### src/rtl/ialu_cmd_issuer_if.sv
// Handshake bundle between a requester, ialu_cmd_issuer and the IALU.
// Signal suffixes are kept from the issuer's point of view.
interface ialu_cmd_issuer_if #(
    parameter int unsigned SCR1_XLEN           = 32,
    parameter int unsigned SCR1_IALU_CMD_WIDTH = 5
);
    logic                           req_vd_i;
    logic                           req_rdy_o;
    logic                           req_rvm_i;
    logic [SCR1_IALU_CMD_WIDTH-1:0] req_cmd_i;
    logic [SCR1_XLEN-1:0]           req_main_op1_i;
    logic [SCR1_XLEN-1:0]           req_main_op2_i;
    logic [SCR1_XLEN-1:0]           req_addr_op1_i;
    logic [SCR1_XLEN-1:0]           req_addr_op2_i;

    logic                           rsp_vd_o;
    logic                           rsp_rdy_i;
    logic [SCR1_XLEN-1:0]           rsp_main_res_o;
    logic [SCR1_XLEN-1:0]           rsp_addr_res_o;
    logic                           rsp_cmp_res_o;
    logic                           rsp_tmo_o;

    logic                           ialu_rvm_cmd_vd_o;
    logic [SCR1_IALU_CMD_WIDTH-1:0] ialu_cmd_o;
    logic [SCR1_XLEN-1:0]           ialu_main_op1_o;
    logic [SCR1_XLEN-1:0]           ialu_main_op2_o;
    logic [SCR1_XLEN-1:0]           ialu_addr_op1_o;
    logic [SCR1_XLEN-1:0]           ialu_addr_op2_o;
    logic [SCR1_XLEN-1:0]           ialu_main_res_i;
    logic [SCR1_XLEN-1:0]           ialu_addr_res_i;
    logic                           ialu_cmp_res_i;
    logic                           ialu_rvm_res_rdy_i;

    modport slave (
        input  req_vd_i, req_rvm_i, req_cmd_i,
               req_main_op1_i, req_main_op2_i, req_addr_op1_i, req_addr_op2_i,
        output req_rdy_o,
        output rsp_vd_o, rsp_main_res_o, rsp_addr_res_o, rsp_cmp_res_o, rsp_tmo_o,
        input  rsp_rdy_i,
        output ialu_rvm_cmd_vd_o, ialu_cmd_o,
               ialu_main_op1_o, ialu_main_op2_o, ialu_addr_op1_o, ialu_addr_op2_o,
        input  ialu_main_res_i, ialu_addr_res_i, ialu_cmp_res_i, ialu_rvm_res_rdy_i
    );

    modport master (
        output req_vd_i, req_rvm_i, req_cmd_i,
               req_main_op1_i, req_main_op2_i, req_addr_op1_i, req_addr_op2_i,
        input  req_rdy_o,
        input  rsp_vd_o, rsp_main_res_o, rsp_addr_res_o, rsp_cmp_res_o, rsp_tmo_o,
        output rsp_rdy_i,
        input  ialu_rvm_cmd_vd_o, ialu_cmd_o,
               ialu_main_op1_o, ialu_main_op2_o, ialu_addr_op1_o, ialu_addr_op2_o,
        output ialu_main_res_i, ialu_addr_res_i, ialu_cmp_res_i, ialu_rvm_res_rdy_i
    );
endinterface

### src/rtl/ialu_cmd_issuer.sv
// Issues one IALU command at a time, waits for single-cycle or multi-cycle (RVM)
// results with a timeout, and holds the response until the consumer takes it.
module ialu_cmd_issuer #(
    parameter int unsigned SCR1_XLEN           = 32,
    parameter int unsigned SCR1_IALU_CMD_WIDTH = 5,
    parameter int unsigned TIMEOUT_CYC         = 64
) (
    input  logic              clk,
    input  logic              rst,
    ialu_cmd_issuer_if.slave  bus,
    output logic [15:0]       cnt_done_o
);
    typedef enum logic [1:0] {
        ST_IDLE  = 2'd0,
        ST_ISSUE = 2'd1,
        ST_WAIT  = 2'd2,
        ST_RESP  = 2'd3
    } state_t;

    localparam logic [15:0] WAIT_LAST = 16'(TIMEOUT_CYC - 1);

    state_t                         state_q;
    state_t                         state_d;

    logic                           req_rdy;
    logic                           accept;
    logic                           wait_last;
    logic                           cap_en;
    logic                           cap_zero;
    logic                           rsp_done;

    logic [15:0]                    wait_cnt_q;
    logic [15:0]                    cnt_q;
    logic                           rvm_cmd_vd_q;
    logic                           rsp_vd_q;

    logic [SCR1_IALU_CMD_WIDTH-1:0] cmd_q;
    logic [SCR1_XLEN-1:0]           main_op1_q;
    logic [SCR1_XLEN-1:0]           main_op2_q;
    logic [SCR1_XLEN-1:0]           addr_op1_q;
    logic [SCR1_XLEN-1:0]           addr_op2_q;

    logic [SCR1_XLEN-1:0]           main_res_q;
    logic [SCR1_XLEN-1:0]           addr_res_q;
    logic                           cmp_res_q;
    logic                           tmo_q;

    // Ready is gated by rst so it drops while reset is held, not just after.
    assign req_rdy   = (state_q == ST_IDLE) & ~rst;
    assign accept    = bus.req_vd_i & req_rdy;
    assign wait_last = (wait_cnt_q == WAIT_LAST);

    always_ff @(posedge clk or posedge rst) begin
        if (rst) begin
            state_q <= ST_IDLE;
        end else begin
            state_q <= state_d;
        end
    end

    always_comb begin
        state_d = state_q;
        case (state_q)
            ST_IDLE: begin
                if (accept) begin
                    state_d = bus.req_rvm_i ? ST_WAIT : ST_ISSUE;
                end
            end
            ST_ISSUE: state_d = ST_RESP;
            ST_WAIT: begin
                if (bus.ialu_rvm_res_rdy_i || wait_last) begin
                    state_d = ST_RESP;
                end
            end
            ST_RESP: begin
                if (bus.rsp_rdy_i) begin
                    state_d = ST_IDLE;
                end
            end
            default: state_d = ST_IDLE;
        endcase
    end

    // A result-ready seen in the last WAIT cycle beats the timeout.
    always_comb begin
        cap_en   = 1'b0;
        cap_zero = 1'b0;
        rsp_done = 1'b0;
        case (state_q)
            ST_ISSUE: cap_en = 1'b1;
            ST_WAIT: begin
                cap_en   = bus.ialu_rvm_res_rdy_i | wait_last;
                cap_zero = ~bus.ialu_rvm_res_rdy_i;
            end
            ST_RESP:  rsp_done = bus.rsp_rdy_i;
            default: begin
            end
        endcase
    end

    // Counts cycles spent in WAIT; zero on the first WAIT cycle.
    always_ff @(posedge clk or posedge rst) begin
        if (rst) begin
            wait_cnt_q <= '0;
        end else if (state_q != ST_WAIT) begin
            wait_cnt_q <= '0;
        end else begin
            wait_cnt_q <= wait_cnt_q + 16'd1;
        end
    end

    always_ff @(posedge clk or posedge rst) begin
        if (rst) begin
            rvm_cmd_vd_q <= 1'b0;
            rsp_vd_q     <= 1'b0;
        end else begin
            rvm_cmd_vd_q <= (state_d == ST_WAIT);
            rsp_vd_q     <= (state_d == ST_RESP);
        end
    end

    always_ff @(posedge clk or posedge rst) begin
        if (rst) begin
            cmd_q      <= '0;
            main_op1_q <= '0;
            main_op2_q <= '0;
            addr_op1_q <= '0;
            addr_op2_q <= '0;
        end else if (accept) begin
            cmd_q      <= bus.req_cmd_i;
            main_op1_q <= bus.req_main_op1_i;
            main_op2_q <= bus.req_main_op2_i;
            addr_op1_q <= bus.req_addr_op1_i;
            addr_op2_q <= bus.req_addr_op2_i;
        end
    end

    always_ff @(posedge clk or posedge rst) begin
        if (rst) begin
            main_res_q <= '0;
            addr_res_q <= '0;
            cmp_res_q  <= 1'b0;
            tmo_q      <= 1'b0;
        end else if (cap_en) begin
            if (cap_zero) begin
                main_res_q <= '0;
                addr_res_q <= '0;
                cmp_res_q  <= 1'b0;
                tmo_q      <= 1'b1;
            end else begin
                main_res_q <= bus.ialu_main_res_i;
                addr_res_q <= bus.ialu_addr_res_i;
                cmp_res_q  <= bus.ialu_cmp_res_i;
                tmo_q      <= 1'b0;
            end
        end
    end

    always_ff @(posedge clk or posedge rst) begin
        if (rst) begin
            cnt_q <= '0;
        end else if (rsp_done) begin
            cnt_q <= cnt_q + 16'd1;
        end
    end

    assign bus.req_rdy_o         = req_rdy;
    assign bus.rsp_vd_o          = rsp_vd_q;
    assign bus.rsp_main_res_o    = main_res_q;
    assign bus.rsp_addr_res_o    = addr_res_q;
    assign bus.rsp_cmp_res_o     = cmp_res_q;
    assign bus.rsp_tmo_o         = tmo_q;
    assign bus.ialu_rvm_cmd_vd_o = rvm_cmd_vd_q;
    assign bus.ialu_cmd_o        = cmd_q;
    assign bus.ialu_main_op1_o   = main_op1_q;
    assign bus.ialu_main_op2_o   = main_op2_q;
    assign bus.ialu_addr_op1_o   = addr_op1_q;
    assign bus.ialu_addr_op2_o   = addr_op2_q;
    assign cnt_done_o            = cnt_q;

    a_rvm_vd_tracks_wait: assert property (
        @(posedge clk) disable iff (rst) rvm_cmd_vd_q == (state_q == ST_WAIT));
    a_rsp_vd_tracks_resp: assert property (
        @(posedge clk) disable iff (rst) rsp_vd_q == (state_q == ST_RESP));
    a_rsp_hold: assert property (
        @(posedge clk) disable iff (rst)
        (state_q == ST_RESP && !bus.rsp_rdy_i) |=> (main_res_q == $past(main_res_q)));
endmodule
### src/flat_wrapper.sv
// flat-port wrapper written by rule: the top's interface ports become plain ports
module ialu_cmd_issuer_flat 
#(
    parameter int unsigned SCR1_XLEN           = 32,
    parameter int unsigned SCR1_IALU_CMD_WIDTH = 5,
    parameter int unsigned TIMEOUT_CYC         = 64
)
  (clk, rst, cnt_done_o, bus_req_vd_i, bus_req_rvm_i, bus_req_cmd_i, bus_req_main_op1_i, bus_req_main_op2_i, bus_req_addr_op1_i, bus_req_addr_op2_i, bus_req_rdy_o, bus_rsp_vd_o, bus_rsp_main_res_o, bus_rsp_addr_res_o, bus_rsp_cmp_res_o, bus_rsp_tmo_o, bus_rsp_rdy_i, bus_ialu_rvm_cmd_vd_o, bus_ialu_cmd_o, bus_ialu_main_op1_o, bus_ialu_main_op2_o, bus_ialu_addr_op1_o, bus_ialu_addr_op2_o, bus_ialu_main_res_i, bus_ialu_addr_res_i, bus_ialu_cmp_res_i, bus_ialu_rvm_res_rdy_i);
  ialu_cmd_issuer_if #(.SCR1_XLEN(SCR1_XLEN), .SCR1_IALU_CMD_WIDTH(SCR1_IALU_CMD_WIDTH)) bus_i ();
  input  logic clk;
  input  logic rst;
  output logic [15:0] cnt_done_o;
  input wire logic [$bits(bus_i.req_vd_i)-1:0] bus_req_vd_i;
  input wire logic [$bits(bus_i.req_rvm_i)-1:0] bus_req_rvm_i;
  input wire logic [$bits(bus_i.req_cmd_i)-1:0] bus_req_cmd_i;
  input wire logic [$bits(bus_i.req_main_op1_i)-1:0] bus_req_main_op1_i;
  input wire logic [$bits(bus_i.req_main_op2_i)-1:0] bus_req_main_op2_i;
  input wire logic [$bits(bus_i.req_addr_op1_i)-1:0] bus_req_addr_op1_i;
  input wire logic [$bits(bus_i.req_addr_op2_i)-1:0] bus_req_addr_op2_i;
  output wire logic [$bits(bus_i.req_rdy_o)-1:0] bus_req_rdy_o;
  output wire logic [$bits(bus_i.rsp_vd_o)-1:0] bus_rsp_vd_o;
  output wire logic [$bits(bus_i.rsp_main_res_o)-1:0] bus_rsp_main_res_o;
  output wire logic [$bits(bus_i.rsp_addr_res_o)-1:0] bus_rsp_addr_res_o;
  output wire logic [$bits(bus_i.rsp_cmp_res_o)-1:0] bus_rsp_cmp_res_o;
  output wire logic [$bits(bus_i.rsp_tmo_o)-1:0] bus_rsp_tmo_o;
  input wire logic [$bits(bus_i.rsp_rdy_i)-1:0] bus_rsp_rdy_i;
  output wire logic [$bits(bus_i.ialu_rvm_cmd_vd_o)-1:0] bus_ialu_rvm_cmd_vd_o;
  output wire logic [$bits(bus_i.ialu_cmd_o)-1:0] bus_ialu_cmd_o;
  output wire logic [$bits(bus_i.ialu_main_op1_o)-1:0] bus_ialu_main_op1_o;
  output wire logic [$bits(bus_i.ialu_main_op2_o)-1:0] bus_ialu_main_op2_o;
  output wire logic [$bits(bus_i.ialu_addr_op1_o)-1:0] bus_ialu_addr_op1_o;
  output wire logic [$bits(bus_i.ialu_addr_op2_o)-1:0] bus_ialu_addr_op2_o;
  input wire logic [$bits(bus_i.ialu_main_res_i)-1:0] bus_ialu_main_res_i;
  input wire logic [$bits(bus_i.ialu_addr_res_i)-1:0] bus_ialu_addr_res_i;
  input wire logic [$bits(bus_i.ialu_cmp_res_i)-1:0] bus_ialu_cmp_res_i;
  input wire logic [$bits(bus_i.ialu_rvm_res_rdy_i)-1:0] bus_ialu_rvm_res_rdy_i;
  assign bus_i.req_vd_i = bus_req_vd_i;
  assign bus_i.req_rvm_i = bus_req_rvm_i;
  assign bus_i.req_cmd_i = bus_req_cmd_i;
  assign bus_i.req_main_op1_i = bus_req_main_op1_i;
  assign bus_i.req_main_op2_i = bus_req_main_op2_i;
  assign bus_i.req_addr_op1_i = bus_req_addr_op1_i;
  assign bus_i.req_addr_op2_i = bus_req_addr_op2_i;
  assign bus_req_rdy_o = bus_i.req_rdy_o;
  assign bus_rsp_vd_o = bus_i.rsp_vd_o;
  assign bus_rsp_main_res_o = bus_i.rsp_main_res_o;
  assign bus_rsp_addr_res_o = bus_i.rsp_addr_res_o;
  assign bus_rsp_cmp_res_o = bus_i.rsp_cmp_res_o;
  assign bus_rsp_tmo_o = bus_i.rsp_tmo_o;
  assign bus_i.rsp_rdy_i = bus_rsp_rdy_i;
  assign bus_ialu_rvm_cmd_vd_o = bus_i.ialu_rvm_cmd_vd_o;
  assign bus_ialu_cmd_o = bus_i.ialu_cmd_o;
  assign bus_ialu_main_op1_o = bus_i.ialu_main_op1_o;
  assign bus_ialu_main_op2_o = bus_i.ialu_main_op2_o;
  assign bus_ialu_addr_op1_o = bus_i.ialu_addr_op1_o;
  assign bus_ialu_addr_op2_o = bus_i.ialu_addr_op2_o;
  assign bus_i.ialu_main_res_i = bus_ialu_main_res_i;
  assign bus_i.ialu_addr_res_i = bus_ialu_addr_res_i;
  assign bus_i.ialu_cmp_res_i = bus_ialu_cmp_res_i;
  assign bus_i.ialu_rvm_res_rdy_i = bus_ialu_rvm_res_rdy_i;
  ialu_cmd_issuer #(.SCR1_XLEN(SCR1_XLEN), .SCR1_IALU_CMD_WIDTH(SCR1_IALU_CMD_WIDTH), .TIMEOUT_CYC(TIMEOUT_CYC)) u_core (.clk(clk), .rst(rst), .bus(bus_i), .cnt_done_o(cnt_done_o));
endmodule
### config.mk
export PLATFORM = sky130hd
export DESIGN_NAME = ialu_cmd_issuer_flat
export DESIGN_NICKNAME = d
export VERILOG_FILES = /design/src/rtl/ialu_cmd_issuer_if.sv /design/src/rtl/ialu_cmd_issuer.sv /design/src/flat_wrapper.sv
export SDC_FILE = /design/constraint.sdc
export NUM_CORES = 1
export LEC_CHECK = 0
export ABC_CLOCK_PERIOD_IN_PS = 15500
export CORE_AREA = 3 3 165 167
export CTS_CLUSTER_DIAMETER = 60
export DETAILED_ROUTE_END_ITERATION = 12
export DIE_AREA = 0 0 168 170
export PLACE_DENSITY_LB_ADDON = 0.3
export SETUP_SLACK_MARGIN = 0.05
export SYNTH_ARGS = -nofsm -noshare
export SYNTH_HDL_FRONTEND = slang
export SYNTH_SLANG_ARGS = --single-unit
### constraint.sdc
create_clock -name clk -period 15.5 [get_ports clk]
set_input_delay 3.1 -clock clk [delete_from_list [all_inputs] [get_ports clk]]
set_output_delay 3.1 -clock clk [all_outputs]
set_load 0.005 [all_outputs]
==> results of run 1 <==
## worst max-delay path, stage by stage
cell	delay (ns)
clkdlybuf4s50_1	0.55
nor2b_1	0.16
clkdlybuf4s50_1	0.50
## power by group
group	internal [W]	switching, W
sequential	0.000875	0.000145
combinational	0.000659	0.000453
clock	0.000446	0.000267
total	0.00198	0.000864
## area by class of cell
class	instances	area (sq um)	share of cell area (%)
clock buffer	35	788	5.40
inverter	8	37.5	0.257
clock inverter	17	235	1.61
sequential	235	5880	40.3
timing repair buffer	428	4270	29.2
multi-input combinational	593	2970	20.3
tap	335	419	2.87
## through the flow
step	cell area (sq um)	power [W]
finish	14600	0.00284
global route	14600	0.00304
CTS	14600	0.00289
detailed placement	13600	0.00215
global placement	13600	0.00213
floorplan	9100	0.00146
## path summary, 6_finish.rpt
check	slack, ns	to	from	cells past startpoint
setup reg to reg	12.85	u_core.bus.ialu_addr_op1_o[13]	u_core.state_q[0]	6
hold reg to reg	0.47	u_core.bus.ialu_addr_op1_o[14]	u_core.bus.ialu_addr_op1_o[14]	2
max in group asynchronous	10.91	u_core.bus.ialu_main_op2_o[20]	rst	3
min in group asynchronous	3.21	u_core.bus.rsp_main_res_o[6]	rst	2
setup / recovery	8.09	bus_req_rdy_o	rst	3
hold / removal	0.47	u_core.bus.ialu_addr_op1_o[14]	u_core.bus.ialu_addr_op1_o[14]	2
## cells in the final DEF (no fill, tap or decap), types with 8 or more instances in the layout
| master | instances |
|---|---|
| xnor2_1 | 22 |
| dfrtp_1 | 235 |
| a22o_1 | 65 |
| nand2_1 | 412 |
| nand3_1 | 8 |
| clkdlybuf4s50_1 | 421 |
| nor2_1 | 12 |
| and2_1 | 12 |
| clkbuf_16 | 29 |
| nand4_1 | 10 |
## kinds of logic after synthesis
logic type      synth area share, %
buf+inv                        2.97
mux                           0.467
flops                          64.6
simple gates                   21.1
compound gates                 7.27
xor+xnor                       2.60
fa+ha+maj                     0.962
## sequential cells by signal (all words and copies together) (netlist names)
signal / flops
u_core.bus.ialu_rvm_cmd_vd_o: 1
u_core.wait_cnt_q: 16
u_core.bus.ialu_main_op2_o: 32
u_core.cnt_done_o: 16
u_core.bus.ialu_addr_op1_o: 32
u_core.bus.ialu_cmd_o: 5
u_core.bus.ialu_main_op1_o: 32
u_core.state_q: 2
u_core.bus.rsp_vd_o: 1
u_core.bus.rsp_cmp_res_o: 1
u_core.bus.rsp_tmo_o: 1
u_core.bus.rsp_addr_res_o: 32
u_core.bus.rsp_main_res_o: 32
u_core.bus.ialu_addr_op2_o: 32
## layer usage
metal	track usage [%]	vias to the layer above	wire (um)
met5	0	-	0
met4	5.41	0	765
met3	7.27	50	2870
met2	32.3	303	13500
met1	23.6	3682	11100
li1	-	3663	-
==> metrics.md, run 1 <==
| Metric | Value |
|---|---|
| Final Setup Violations | 0 |
| Unrepaired setup endpoints after global routing | no |
| Post-CTS sizing | 0 |
| Post-CTS Setup Inserts | 0 |
| Largest net degree at the start of global routing | 109 |
| CTS tree | built |
| Max Fclk | 135 MHz |
| Max VDD drop | 0.121 mV |
| Mean routed wirelength per cell | 17.1 um |
| DP HPWL | 19500 um |
| Synth area leader | dfrtp_1 |
| Seq cells post-synth | 235 |
| DR iter-0 viols | 442 |
| Synth top area share | 64.6% |
| Final wirelength | 28200 um |
| Die width | 168 um |
| Root buf cell | clkbuf_16 |
| # DRC | 0 |
| Height of the chip | 170 um |
| Post-synth EDFFs | 0 |
| Cell count after synthesis | 885 |
| Syn nets | 1096 |
| Core area | 25900 sq um |
| P per Cell Area | 195 nW/um^2 |
| Area contributors post-synth | dfrtp_1 65%, nand2_1 17%, a22o_1 6.3% |
| Ys flop type | dfrtp_1 |
| Via count | 7698 |
| Final antenna-violating net count | 0 |
| Antenna violations before repair | 0 |
| H-tree levels | 1 |
| DIE AREA | 28600 sq um |
| Global route total overflow | 0 |
| Maxcap violations | 0 |
| Most instantiated cells after synthesis | 412 x nand2_1, 235 x dfrtp_1, 65 x a22o_1 |
| Row count | 59 |
| Synth cell types | 38 |
| Leakage power | 6.88 nW |
| P&R area growth vs syn | 60.3% |
| Max FO, Critical Path | 4 |
| Max Slew Vio Count | 0 |
| Status | finished, final reports clean |
| Post-route setup slack | 8.09 ns |
| CTS Buf Count | 29 |
| CP required | 12.40 ns |
| Count leader, synth | nand2_1 |
| Skew-Pair Late Insertion Delay | 0.53 ns |
| Ant. Diodes | 0 |
| Io pins | 422 |
| Nets | 1506 |
| Worst endpoint data arrival time | 4.31 ns |
| IO Port Bufs | 421 |
| Avg Inst Size Synth | 10.3 sq um |
| Kind of critical path | input pin to output pin |
| Final hold vios | 0 |
| Drt pass-1 iters | 5 |
| Yosys warnings | 0 |
| Initial core utilization | 35.1% |
| Ys async rst share | 100% |
| Filler Cell Count | 2253 |
| Setup crit start kind | input pin |
| Worst Max-Slew Pin Slew | 1.02 ns |
| Clock transition at path regs | 0.06 ns |
| Clock Sinks | 235 |
| GRT Total Usage | 19.3% |
| Tightest Hold Check Type | register to register |
| Final core utilization | 56.3% |
| Post-DR vias/cell | 4.66 |
| Worst slack, placed | 8.10 ns |
| Worst Hold Slack | 0.470 ns |
| Placer Congestion | 0.761 |
| Slew headroom | 32.2% |
| Final std cells w/o fill | 1651 |
| Final worst path period need | 7.41 ns |
| First-pass GRT wire length | 44900 um |
| Maximum clock path buffer count | 3 |
| Post-Place Cells | 1599 |
| Syn Std Cell Area | 9100 sq um |
| Final worst-path cycle share | 47.8% |
| # hold bufs at CTS | 0 |
| Skew final | 0.0111 ns |
| CP Capture Type | output pin |
| Setup TNS | 0 ns |
| Vias in the first global route | 8172 |
| Sequential area share after synthesis | 64.6% |
| Layout cell share with drive strength beyond 1 | 5.02% |
(Power assumes the default switching activity.)
==> run 2: changes to the inputs <==
--- a/config.mk
+++ b/config.mk
@@ -5,11 +5,11 @@
 export SDC_FILE = /design/constraint.sdc
 export NUM_CORES = 1
 export LEC_CHECK = 0
-export ABC_CLOCK_PERIOD_IN_PS = 15500
-export CORE_AREA = 3 3 165 167
+export ABC_CLOCK_PERIOD_IN_PS = 7000
+export CORE_AREA = 3 3 163 165
 export CTS_CLUSTER_DIAMETER = 60
 export DETAILED_ROUTE_END_ITERATION = 12
-export DIE_AREA = 0 0 168 170
+export DIE_AREA = 0 0 166 168
 export PLACE_DENSITY_LB_ADDON = 0.3
 export SETUP_SLACK_MARGIN = 0.05
 export SYNTH_ARGS = -nofsm -noshare
==> constraint.sdc (replaced) <==
create_clock -name clk -period 7 [get_ports clk]
set_input_delay 1.4 -clock clk [delete_from_list [all_inputs] [get_ports clk]]
set_output_delay 1.4 -clock clk [all_outputs]
set_load 0.005 [all_outputs]
==> run 2 against run 1 <==
Clock power is 100% higher; largest power group unchanged; critical path depth stayed put; via count is 0.40% lower; sequential power is 120% higher; critical endpoint unchanged; routed wire length is 0.75% lower; cell count is 0.48% lower.
==> metrics.md, run 2 (synthesis results as in run 1) <==
| Metric | Value |
|---|---|
| Status | finished, final reports clean |
| Core area | 25200 sq um (-2.8%) |
| # hold bufs at CTS | 0 (unchanged) |
| H-tree levels | 1 (unchanged) |
| Final Setup Violations | 0 (unchanged) |
| Final antenna-violating net count | 0 (unchanged) |
| P&R area growth vs syn | 59.3% |
| Vias in the first global route | 7941 (-2.8%) |
| Placer Congestion | 0.815 (+7.0%) |
| Height of the chip | 168 um (-1.2%) |
| Initial core utilization | 36.2% (+1.0 points) |
| Cell mode on critical path | clkdlybuf4s50_1 |
| Post-CTS Setup Inserts | 0 (unchanged) |
| Final wirelength | 28000 um (-0.75%) |
| CP Capture Type | output pin |
| Post-Place Cells | 1594 (-0.31%) |
| Drt pass-1 iters | 6 (+1) |
| First-pass GRT wire length | 44100 um (-1.6%) |
| CP Cell Sequence | clkdlybuf4s50_1 > nor2b_1 > clkdlybuf4s50_1 |
| Max VDD drop | 0.253 mV (+110%) |
| Most frequent cells in the layout | 421 x clkdlybuf4s50_1, 412 x nand2_1, 235 x dfrtp_1 |
| Leakage power | 6.83 nW (-0.75%) |
| Tightest Hold Check Type | register to register |
| Clock Sinks | 235 (unchanged) |
| Worst endpoint data arrival time | 2.57 ns (-1.74 ns) |
| CTS Buf Count | 27 (-6.9%) |
| Hold Path Depth | 2 (unchanged) |
| Clock transition at path regs | 0.06 ns (about the same) |
| Unrepaired setup endpoints after global routing | no |
| Final std cells w/o fill | 1643 (-0.48%) |
| GRT Total Usage | 19.4% (+0.092 points) |
| Largest net degree at the start of global routing | 119 (+9.2%) |
| CP required | 5.60 ns (-6.80 ns) |
| DR iter-0 viols | 369 (-17%) |
| CTS tree | built |
| Max Slew Vio Count | 0 (unchanged) |
| Row count | 58 (-1.7%) |
| Mean routed wirelength per cell | 17.0 um (-0.26%) |
| IO Port Bufs | 421 (unchanged) |
| Kind of critical path | input pin to output pin |
| Final worst-path cycle share | 56.7% |
| Most common cell after layout, fill and taps aside | clkdlybuf4s50_1 |
| Antenna violations before repair | 1 (+1) |
| DP HPWL | 19700 um (+0.78%) |
| Io pins | 422 (unchanged) |
| Worst path slowest cell | clkdlybuf4s50_1 |
| Skew final | 0.0142 ns (+0.00308 ns) |
| P per Cell Area | 426 nW/um^2 (+120%) |
| Via count | 7667 (-0.40%) |
| Layout cell share with drive strength beyond 1 | 4.27% (-0.75 points) |
| Final hold vios | 0 (unchanged) |
| Setup TNS | 0 ns (unchanged) |
| # DRC | 0 (unchanged) |
| DIE AREA | 27900 sq um (-2.4%) |
| Slew headroom | 36.8% (+4.5 points) |
| Worst Max-Slew Pin Slew | 0.946 ns (-0.0707 ns) |
| Maximum clock path buffer count | 3 (unchanged) |
| Final worst path period need | 3.97 ns |
| Max FO, Critical Path | 4 (unchanged) |
| Maxcap violations | 0 (unchanged) |
| Skew-Pair Late Insertion Delay | 0.53 ns (about the same) |
| Global route total overflow | 0 (unchanged) |
| Die width | 166 um (-1.2%) |
| Post-DR vias/cell | 4.67 (about the same) |
| Post-CTS sizing | 0 (unchanged) |
| Max stage delay on crit path | 0.51 ns (-0.04 ns) |
| Max Fclk | 252 MHz |
| R2R cell count | 6 (unchanged) |
| Root buf cell | clkbuf_16 |
| Nets | 1504 (-0.13%) |
| Setup crit start kind | input pin |
==> run 2: cell count changes in the layout (fill, tap and decap cells not counted), sizes merged <==
cell / before / now
bufinv: 5 / 4
clkbuf: 35 / 39
clkinv: 8 / 2
diode: 0 / 1
inv: 10 / 9
==> run 2: path summary, 6_finish.rpt <==
kind	slack [ns]	startpoint	to
worst max register to register	4.34	u_core.state_q[0]	u_core.bus.ialu_main_op2_o[20]
worst min register to register	0.47	u_core.bus.ialu_addr_op2_o[10]	u_core.bus.ialu_addr_op2_o[10]
worst max-delay path	3.03	rst	bus_req_rdy_o
max in group asynchronous	4.05	rst	u_core.bus.ialu_addr_op1_o[15]
min in group asynchronous	1.31	rst	u_core.bus.rsp_main_res_o[0]
worst min-delay path	0.47	u_core.bus.ialu_addr_op2_o[10]	u_core.bus.ialu_addr_op2_o[10]
==> run 2: cell type report <==
class,count,area (sq um)
diodes,1,2.50
clock buffers,39,761
clock inverters,9,158
fillers,2100,10700
inverters,8,33.8
multi-input cells,593,2970
flip-flops and latches,235,5880
well taps,330,413
repair buffers,428,4290
==> run 2: power by group <==
group          total (W)  internal [W]  switching [W]
Clock            0.00145      0.000901       0.000550
Combinational    0.00246       0.00146       0.000994
Sequential       0.00227       0.00194       0.000331
==> run 2: per-layer routing <==
layer	share of wire [%]	vias up	track usage, %
li1	-	3664	-
met1	41	3636	23.9
met2	47	318	32.5
met3	9.3	49	6.60
met4	2.8	0	6.04
met5	0	-	0
==> run 2: critical path: cells and delay by family <==
kind,cells,cell delay [ns]
buffers and inverters,2,1.00
AND/OR/NAND/NOR,1,0.16
==> run 2: per-stage QoR <==
stage          cell area, sq um  utilization, %  power (W)  worst slack, ns  hold WS (ns)
2_1_floorplan              9110               -    0.00322             2.52         0.445
3_3_place_gp              13600            53.9    0.00472             3.09         0.457
3_5_place_dp              13600            53.9    0.00477             3.03         0.461
4_1_cts                   14500            57.6    0.00626             3.03         0.472
5_1_grt                   14500            57.6    0.00659             2.98         0.495
6_report                  14500            57.6    0.00618             3.03         0.470
